`src/rtl/aplic_latency_counter_bank.sv`:
```
// ============================================================================
// Module   : aplic_latency_counter_bank
// Brief    : Bank of independent start/stop latency counters for APLIC
//            instrumentation. Macro APLIC_CNT_MAX_EN adds per-channel max.
// Revision : 1.0 - initial release
// ============================================================================
`default_nettype none

module aplic_latency_counter_bank #(
   parameter int unsigned NR_CH    = 4,
   parameter int unsigned CNT_W    = 32,
   parameter bit          SATURATE = 1'b1
) (
   input  logic                   clk_i,
   input  logic                   rst_sys_ni,
   input  logic                   en_i,
   input  logic [NR_CH-1:0]       start_i,
   input  logic [NR_CH-1:0]       stop_i,
   input  logic [NR_CH-1:0]       clr_i,
   output logic [NR_CH-1:0]       busy_o,
   output logic [NR_CH*CNT_W-1:0] count_o,
   output logic [NR_CH*CNT_W-1:0] result_o,
   output logic [NR_CH-1:0]       result_valid_o,
   output logic [NR_CH-1:0]       ovf_o,
   output logic [NR_CH*CNT_W-1:0] max_o
);

   typedef enum logic [1:0] {
      ST_IDLE = 2'd0,
      ST_RUN  = 2'd1,
      ST_DONE = 2'd2
   } state_e;

   localparam logic [CNT_W-1:0] C_CNT_MAX = '1;
   localparam logic [CNT_W-1:0] C_CNT_ONE = CNT_W'(1);

   logic [NR_CH-1:0] r_start_hist;
   logic [NR_CH-1:0] r_stop_hist;
   logic [NR_CH-1:0] w_start_edge;
   logic [NR_CH-1:0] w_stop_edge;

   assign w_start_edge = start_i & ~r_start_hist;
   assign w_stop_edge  = stop_i  & ~r_stop_hist;

   // History always tracks the input level, which also covers the clear case.
   always_ff @(posedge clk_i or negedge rst_sys_ni) begin
      if (!rst_sys_ni) begin
         r_start_hist <= '0;
         r_stop_hist  <= '0;
      end else begin
         r_start_hist <= start_i;
         r_stop_hist  <= stop_i;
      end
   end

   generate
      for (genvar c = 0; c < NR_CH; c++) begin : g_ch
         state_e           r_state;
         logic             r_busy;
         logic             r_valid;
         logic             r_ovf;
         logic [CNT_W-1:0] r_count;
         logic [CNT_W-1:0] r_result;
         logic [CNT_W-1:0] w_count_nxt;
         logic             w_ovf_nxt;

         always_comb begin
            w_count_nxt = r_count;
            w_ovf_nxt   = r_ovf;
            if (en_i) begin
               if (r_count == C_CNT_MAX) begin
                  w_ovf_nxt = 1'b1;
                  if (SATURATE) begin
                     w_count_nxt = C_CNT_MAX;
                  end else begin
                     w_count_nxt = '0;
                  end
               end else begin
                  w_count_nxt = r_count + C_CNT_ONE;
               end
            end
         end

         always_ff @(posedge clk_i or negedge rst_sys_ni) begin
            if (!rst_sys_ni) begin
               r_state  <= ST_IDLE;
               r_busy   <= 1'b0;
               r_valid  <= 1'b0;
               r_ovf    <= 1'b0;
               r_count  <= '0;
               r_result <= '0;
            end else if (clr_i[c]) begin
               r_state  <= ST_IDLE;
               r_busy   <= 1'b0;
               r_valid  <= 1'b0;
               r_ovf    <= 1'b0;
               r_count  <= '0;
               r_result <= '0;
            end else begin
               case (r_state)
                  ST_IDLE: begin
                     if (w_start_edge[c]) begin
                        r_state <= ST_RUN;
                        r_busy  <= 1'b1;
                        r_count <= '0;
                        r_ovf   <= 1'b0;
                     end
                  end
                  ST_RUN: begin
                     r_count <= w_count_nxt;
                     r_ovf   <= w_ovf_nxt;
                     // The latched result includes this cycle's increment.
                     if (w_stop_edge[c]) begin
                        r_result <= w_count_nxt;
                        r_valid  <= 1'b1;
                        r_state  <= ST_DONE;
                        r_busy   <= 1'b0;
                     end
                  end
                  ST_DONE: begin
                     if (w_start_edge[c]) begin
                        r_state <= ST_RUN;
                        r_busy  <= 1'b1;
                        r_count <= '0;
                        r_ovf   <= 1'b0;
                        r_valid <= 1'b0;
                     end
                  end
                  default: begin
                     r_state <= ST_IDLE;
                     r_busy  <= 1'b0;
                  end
               endcase
            end
         end

`ifdef APLIC_CNT_MAX_EN
         logic [CNT_W-1:0] r_max;
         logic             w_done;

         assign w_done = (r_state == ST_RUN) && w_stop_edge[c];

         always_ff @(posedge clk_i or negedge rst_sys_ni) begin
            if (!rst_sys_ni) begin
               r_max <= '0;
            end else if (clr_i[c]) begin
               r_max <= '0;
            end else if (w_done && (w_count_nxt > r_max)) begin
               r_max <= w_count_nxt;
            end
         end

         assign max_o[c*CNT_W +: CNT_W] = r_max;
`else
         assign max_o[c*CNT_W +: CNT_W] = '0;
`endif

         assign busy_o[c]                  = r_busy;
         assign result_valid_o[c]          = r_valid;
         assign ovf_o[c]                   = r_ovf;
         assign count_o[c*CNT_W +: CNT_W]  = r_count;
         assign result_o[c*CNT_W +: CNT_W] = r_result;
      end
   endgenerate

endmodule

`default_nettype wire

```
`config.mk`:
```
export PLATFORM = sky130hd
export DESIGN_NAME = aplic_latency_counter_bank
export DESIGN_NICKNAME = d
export VERILOG_FILES = /design/src/rtl/aplic_latency_counter_bank.sv
export SDC_FILE = /design/constraint.sdc
export NUM_CORES = 1
export LEC_CHECK = 0
export CORE_MARGIN = 2
export CORE_UTILIZATION = 25
export CTS_CLUSTER_DIAMETER = 40
export CTS_CLUSTER_SIZE = 14
export DETAILED_ROUTE_END_ITERATION = 6
export DONT_BUFFER_PORTS = 1
export HOLD_SLACK_MARGIN = 0.06
export SLEW_MARGIN = 20
export SYNTH_ARGS = -nofsm -noshare
export SYNTH_HDL_FRONTEND = slang
export SYNTH_SLANG_ARGS = --single-unit
```
`constraint.sdc`:
```
create_clock -name clk_i -period 4.6 [get_ports clk_i]
set_clock_uncertainty 0.15 [all_clocks]
set_input_delay 0.46 -clock clk_i [delete_from_list [all_inputs] [get_ports clk_i]]
set_output_delay 0.46 -clock clk_i [all_outputs]
set_load 0.02 [all_outputs]
```
# ---- After elaboration in Yosys (flattened, before gate mapping)
# Cells that the tools add are included.
dict set report classes {
  div_mod_pow 0
  magnitude_cmp 0
  n_bitwise 4
  multipliers 0
  n_mux 96
  shift 0
  eq_ne 32
  reduce_logical 44
  add_sub_neg 4
}
# op n
set ops {}
lappend ops {{32-bit 2-to-1 mux} 28}
lappend ops {{32-bit one-hot mux with 2 select lines} 4}
lappend ops {{32-bit by 1-bit adder with 32-bit output, second input constant} 4}
lappend ops {{32-bit == test, second input constant} 4}
lappend ops {{3-bit inequality test, second input constant} 16}
lappend ops {{1-bit 2-to-1 mux} 36}
lappend ops {{2-bit 2-to-1 mux} 12}
lappend ops {{1-bit one-hot mux with 2 select lines} 12}
lappend ops {{2-bit AND reduction} 12}
lappend ops {{3-bit nonzero test} 8}
lappend ops {{2-bit one-hot mux with 2 select lines} 4}
lappend ops {{4-bit AND reduction} 4}
lappend ops {{2-bit nonzero test} 8}
lappend ops {{3-bit by 1-bit inequality test with 1-bit output, second input constant} 4}
lappend ops {{3-bit AND reduction} 4}
lappend ops {{4-bit bitwise AND} 2}
lappend ops {{2-bit by 1-bit == test with 1-bit output, second input constant} 4}
lappend ops {{2-bit == test, second input constant} 4}
lappend ops {{2-bit zero test} 4}
lappend ops {{4-bit NOT} 2}
lappend ops {{2-bit OR reduction} 4}
dict set report totals {
  ff_bits 284
  mem_bits_ro 0
  ram_bits 0
  latch_bits 0
  inputBits 15
  out_inout_bits 396
  wordCells 206
  mem_count 0
}

# ---- Logic depth before layout (Yosys ltp)
dict set report logic_depth {
  word_depth 6
  ltp_mapped 8
  ltp_nobuf 6
}

# ---- Worst setup path before layout
# No wires, ideal clock.
dict set report synth_path {
  path_type {register -> register}
  start {register g_ch[2].r_count[5]}
  end {register g_ch[2].r_result[31]}
  arrival_time_ns 2.513
  stages_incl_launch_ff 8
  n_path_buf 2
  required_time_ns 4.319
  path_slack_ns 1.805
  setup_ns 0.131
  period_less_slack_ns 2.795
  path_cell_list {dfrtp_1 > clkbuf_2 > nand4_1 > or4_1 > buf_2 > or4_4 > and3_1 > or3b_1}
}
dict set report synth_via {
  elab_chain_len 6
  word_cells_on_any_way 7
  cone_classes {add/sub (1); eq/ne (1); mux (5)}
}
# item line
set synth_lines {}
lappend synth_lines {{start, declared} 62} ;# logic [CNT_W-1:0] r_count;
lappend synth_lines {{start signal, assigned} 110} ;# r_count <= w_count_nxt;
lappend synth_lines {{32-bit by 1-bit adder with 32-bit output / 32-bit == test (equally long branches)} {79, 71}}
lappend synth_lines {{32-bit 2-to-1 mux *} 71} ;# if (r_count == C_CNT_MAX) begin
lappend synth_lines {{32-bit 2-to-1 mux *} 70} ;# if (en_i) begin
lappend synth_lines {{32-bit 2-to-1 mux *} 113} ;# if (w_stop_edge[c]) begin
lappend synth_lines {{32-bit 2-to-1 mux *} 100} ;# case (r_state)
lappend synth_lines {{32-bit 2-to-1 mux *} 92} ;# end else if (clr_i[c]) begin
lappend synth_lines {{end signal, assigned} 114} ;# r_result <= w_count_nxt;
lappend synth_lines {{end, declared} 63} ;# logic [CNT_W-1:0] r_result;
# Every way passes the cells marked *; elsewhere a longest branch is shown, timed or not. The select of a mux whose other input is x is not followed.
# A chain may end at the register's enable or synchronous reset.

# ---- Final worst setup path
dict set report layout_path {
  start {register g_ch[3].r_count[0]}
  end {register g_ch[3].r_result[9]}
}
dict set report layout_via {
  elab_chain_len 6
  word_cells_on_any_way 7
  cone_classes {add/sub (1); eq/ne (1); mux (5)}
}
# item line
set layout_lines {}
lappend layout_lines {{start, declared} 62}
lappend layout_lines {{start signal, assigned} 110}
lappend layout_lines {{32-bit by 1-bit adder with 32-bit output / 32-bit == test (equally long branches)} {79, 71}}
lappend layout_lines {{32-bit 2-to-1 mux *} 71}
lappend layout_lines {{32-bit 2-to-1 mux *} 70}
lappend layout_lines {{32-bit 2-to-1 mux *} 113}
lappend layout_lines {{32-bit 2-to-1 mux *} 100}
lappend layout_lines {{32-bit 2-to-1 mux *} 92}
lappend layout_lines {{end signal, assigned} 114}
lappend layout_lines {{end, declared} 63}
# Marks and branches as above.

==> summary.txt <==
Pwr
  – Cell Int Power: 5.42 mW
  – Combinational power share: 4.5%
  – Worst vdd ir: 321 uV
  – Pwr Density: 374 nW/um^2
  – Sw Pwr: 1.77 mW
  – Switching Fraction: 24.6%
  – Clock group share of total power: 60.7%
  – Sequential share of power: 34.8%
  – Leakage: 8.36 nW

Routing
  – Pre-antenna DRT Iters: 5
  – Vias per cell: 5.17
  – WL per Instance: 20.0 um
  – Vias: 14.9k
  – Drt total wl: 57.7 mm
  – Antenna Violating Nets Remaining: 0
  – DRC violations left: 0
  – 1st-iter DRT viols: 1291

Global routing
  – Pin count of the biggest net entering global routing: 281
  – All-layer global routing usage: 16.1%
  – Vias in the first global route: 14.1k
  – First-pass GRT wire length: 89.2 mm
  – Global route overflow: 0
  – Initial antenna violation count: 0

STA
  – Fmax achieved: 307 MHz
  – Tmin final: 3250 ps
  – Slew margin rel.: 31.1%
  – TNS Setup: 0 ps
  – Final number of hold-violating endpoints: 280
  – Max-slew violation count: 0
  – Worst slew pin tran: 1020 ps
  – WHS: -586 ps
  – Final worst-path cycle share: 70.8%
  – Setup WS post-layout: 1350 ps
  – RSZ-0062 raised after global routing: no
  – Setup violations, final: 0

Run status
  – Status: finished with violations
  – Failing checks: negative hold slack

Floorplan
  – Die Area: 69000 sq um
  – Starting density of the core: 25.4%
  – Ports: 411
  – Chip height: 263 um
  – Die W: 263 um
  – Core ar.: 66000 sq um
  – Cell Rows: 94

CTS
  – Max Root-Sink Buffers: 3
  – CTS HTree Levels: 2
  – Hold-fix buffers, CTS: 15
  – CTS tree: done
  – Setup bufs post-CTS: 0
  – Post-CTS resize count: 0
  – Clk_lat worst skew: 590 ps
  – Num CTS Buffers: 58
  – Clock Sinks: 280
  – Root buf cell: clkbuf_16
  – CTS clk-pin slew, worst paths: 50 ps

Cells and area
  – Final nets: 1987
  – Fillcell total: 6960
  – N_diodes: 0
  – FF+latch area: 7010 sq um
  – Area of the multi-input gates: 8490 sq um
  – Fin cells: 2880
  – Layout cells sized above 1: 9.08%
  – Area Growth Syn to Fin: 14.8%

Critical path
  – Crit-path max cell delay: 670 ps
  – CP max stage cell: nor4_1
  – CP Cell Sequence: ha_1, nand4_1, nor4_1, and3_1, buf_4, nand2_1, o211ai_1
  – CP Capture Type: flip-flop
  – Worst EP required: 4950 ps
  – Critical path class: flip-flop to flip-flop
  – CP delay by family, top: simple AND/OR/NAND/NOR gates
  – Worst Path Arrival: 3600 ps
  – CP bufs+invs: 1
  – Max FO, Critical Path: 21
  – CP Launch Type: flip-flop

Synthesis
  – Post-Synthesis Cells: 2017
  – Post-Syn Area: 16700 sq um
  – Synth Area in Simple Gates: 23.4%
  – Main combinational cell family by area after synthesis: simple AND/OR/NAND/NOR gates
  – Area share of the largest cell type after synthesis: 41.9%
  – EDFF count, synth: 0
  – Synthesized flop and latch total: 280
  – Synth area leaders: dfrtp_1, o21ai_0, buf_4
  – Avg Inst Size Synth: 8.30 sq um
  – Most numerous cell in the Yosys netlist: dfrtp_1
  – Post-synthesis mux area share: 1.49%
  – Synth area leader: dfrtp_1
  – Commonest cells post-synth: dfrtp_1, nand2_1, o21ai_0
  – Sequential area share after synthesis: 41.9%
  – Synth Area in Compound Gates: 19.5%
  – Adder-Cell Fraction of Synth Area: 0.299%
  – Synth Area in XOR/XNOR: 2.72%
  – Yosys warning total: 0
  – Most used DFF post-synth: dfrtp_1
  – Synth unique cells: 68
  – Synth async-reset ratio: 100%

Placement
  – GPL Wtd Cong: 0.858
  – Dpl ws: 1330 ps
  – Detail Placement HPWL: 39.7 mm
  – Placed cell count: 2757
  – Port bufs: 0

Hold path
  – Min-Delay Path Class: primary input to asynchronous set/reset pin

Job
  – Max capacitance violation total: 0
==> metal layers <==
layer  wire length (um)  vias up  global-route usage (%)  share of wire, %
li1                   -     6906                       -                 -
met1              23700     7305                    20.2                41
met2              27200      582                    26.3                47
met3               5520       95                    5.53               9.6
met4               1330        0                    4.41               2.3
met5                  0        -                       0                 0
==> final timing paths <==
path,from,to,slack (ps),cells after the start
worst min register to register,r_start_hist[3],g_ch[3].r_state[0],430,2
min in group clk_i,en_i,g_ch[2].r_count[2],100,4
max in group asynchronous,rst_sys_ni,g_ch[2].r_result[11],4230,0
worst max-delay path,g_ch[3].r_count[0],g_ch[3].r_result[9],1350,7
worst min-delay path,rst_sys_ni,g_ch[3].r_result[15],-590,0
worst max register to register,g_ch[3].r_count[0],g_ch[3].r_result[9],1350,7
==> cell type report <==
class	count	share of cell area (%)
well taps	864	5.63
multi-input cells	1531	44.2
inverters	49	0.957
clock buffers	68	8.07
flip-flops and latches	280	36.5
clock inverters	40	2.55
repair buffers	48	2.12
==> per-stage QoR <==
| stage | utilization [%] | total power, mW | area [sq um] |
|---|---|---|---|
| 3_5_place_dp | 25.8 | 2.84 | 17000 |
| 5_1_grt | 29.1 | 7.43 | 19200 |
| 2_1_floorplan | - | 2.87 | 17200 |
| 6_report | 29.1 | 7.19 | 19200 |
| 3_3_place_gp | 25.8 | 2.84 | 17000 |
| 4_1_cts | 29.1 | 7.27 | 19200 |
==> power groups by stage <==
stage               Clock [mW]  Sequential, mW  Combinational, mW
floorplan                    0            2.53              0.342
global placement             0            2.54              0.296
detailed placement           0            2.54              0.297
CTS                       4.45            2.50              0.318
global route              4.58            2.50              0.348
finish                    4.37            2.50              0.320
==> flip-flops by register name, summed over array words and instances, names as in the netlist <==
register / flops
g_ch.r_state: 7
r_stop_hist: 4
g_ch.r_ovf: 4
g_ch.r_count: 128
r_start_hist: 4
g_ch.r_valid: 4
g_ch.r_result: 128
g_ch.r_busy: 1
==> cell usage in the layout, fill, tap and decap left out, types with 9 or more instances in the layout <==
cell type      netlist  layout
dfrtp_1            280     280
nand2_1            278     278
o21ai_0            248     248
conb_1               1     128
a21oi_1            125     121
nor2_1              97      97
nand3_1             71      71
nand4_1             67      67
clkbuf_16            0      59
nor3_1              55      54
inv_1               49      49
nor4_1              44      41
xnor2_1             39      39
and3_1              34      34
a22o_1              33      33
buf_4              141      33
or3_1               25      25
mux2i_1             25      25
and4_1              20      20
a31oi_1             20      20
a21o_1              19      19
o31ai_1             15      15
dlygate4sd3_1        0      14
xor2_1              13      13
or4_1               12      12
o2bb2ai_1           12      12
or2_2               11      11
o211ai_1            11      11
nor2b_1             10      10
and2_1              10      10
a31o_2              10      10
clkinv_2             0      10
o31a_1               9       9
clkinv_4             0       9
==> logic make-up after synthesis <==
group / after synthesis
compound gates: 547
xor+xnor: 52
fa+ha+maj: 4
buf+inv: 333
flops: 280
mux: 25
other cells: 1
simple gates: 775
No activity file was read; power rests on OpenSTA's default activity.
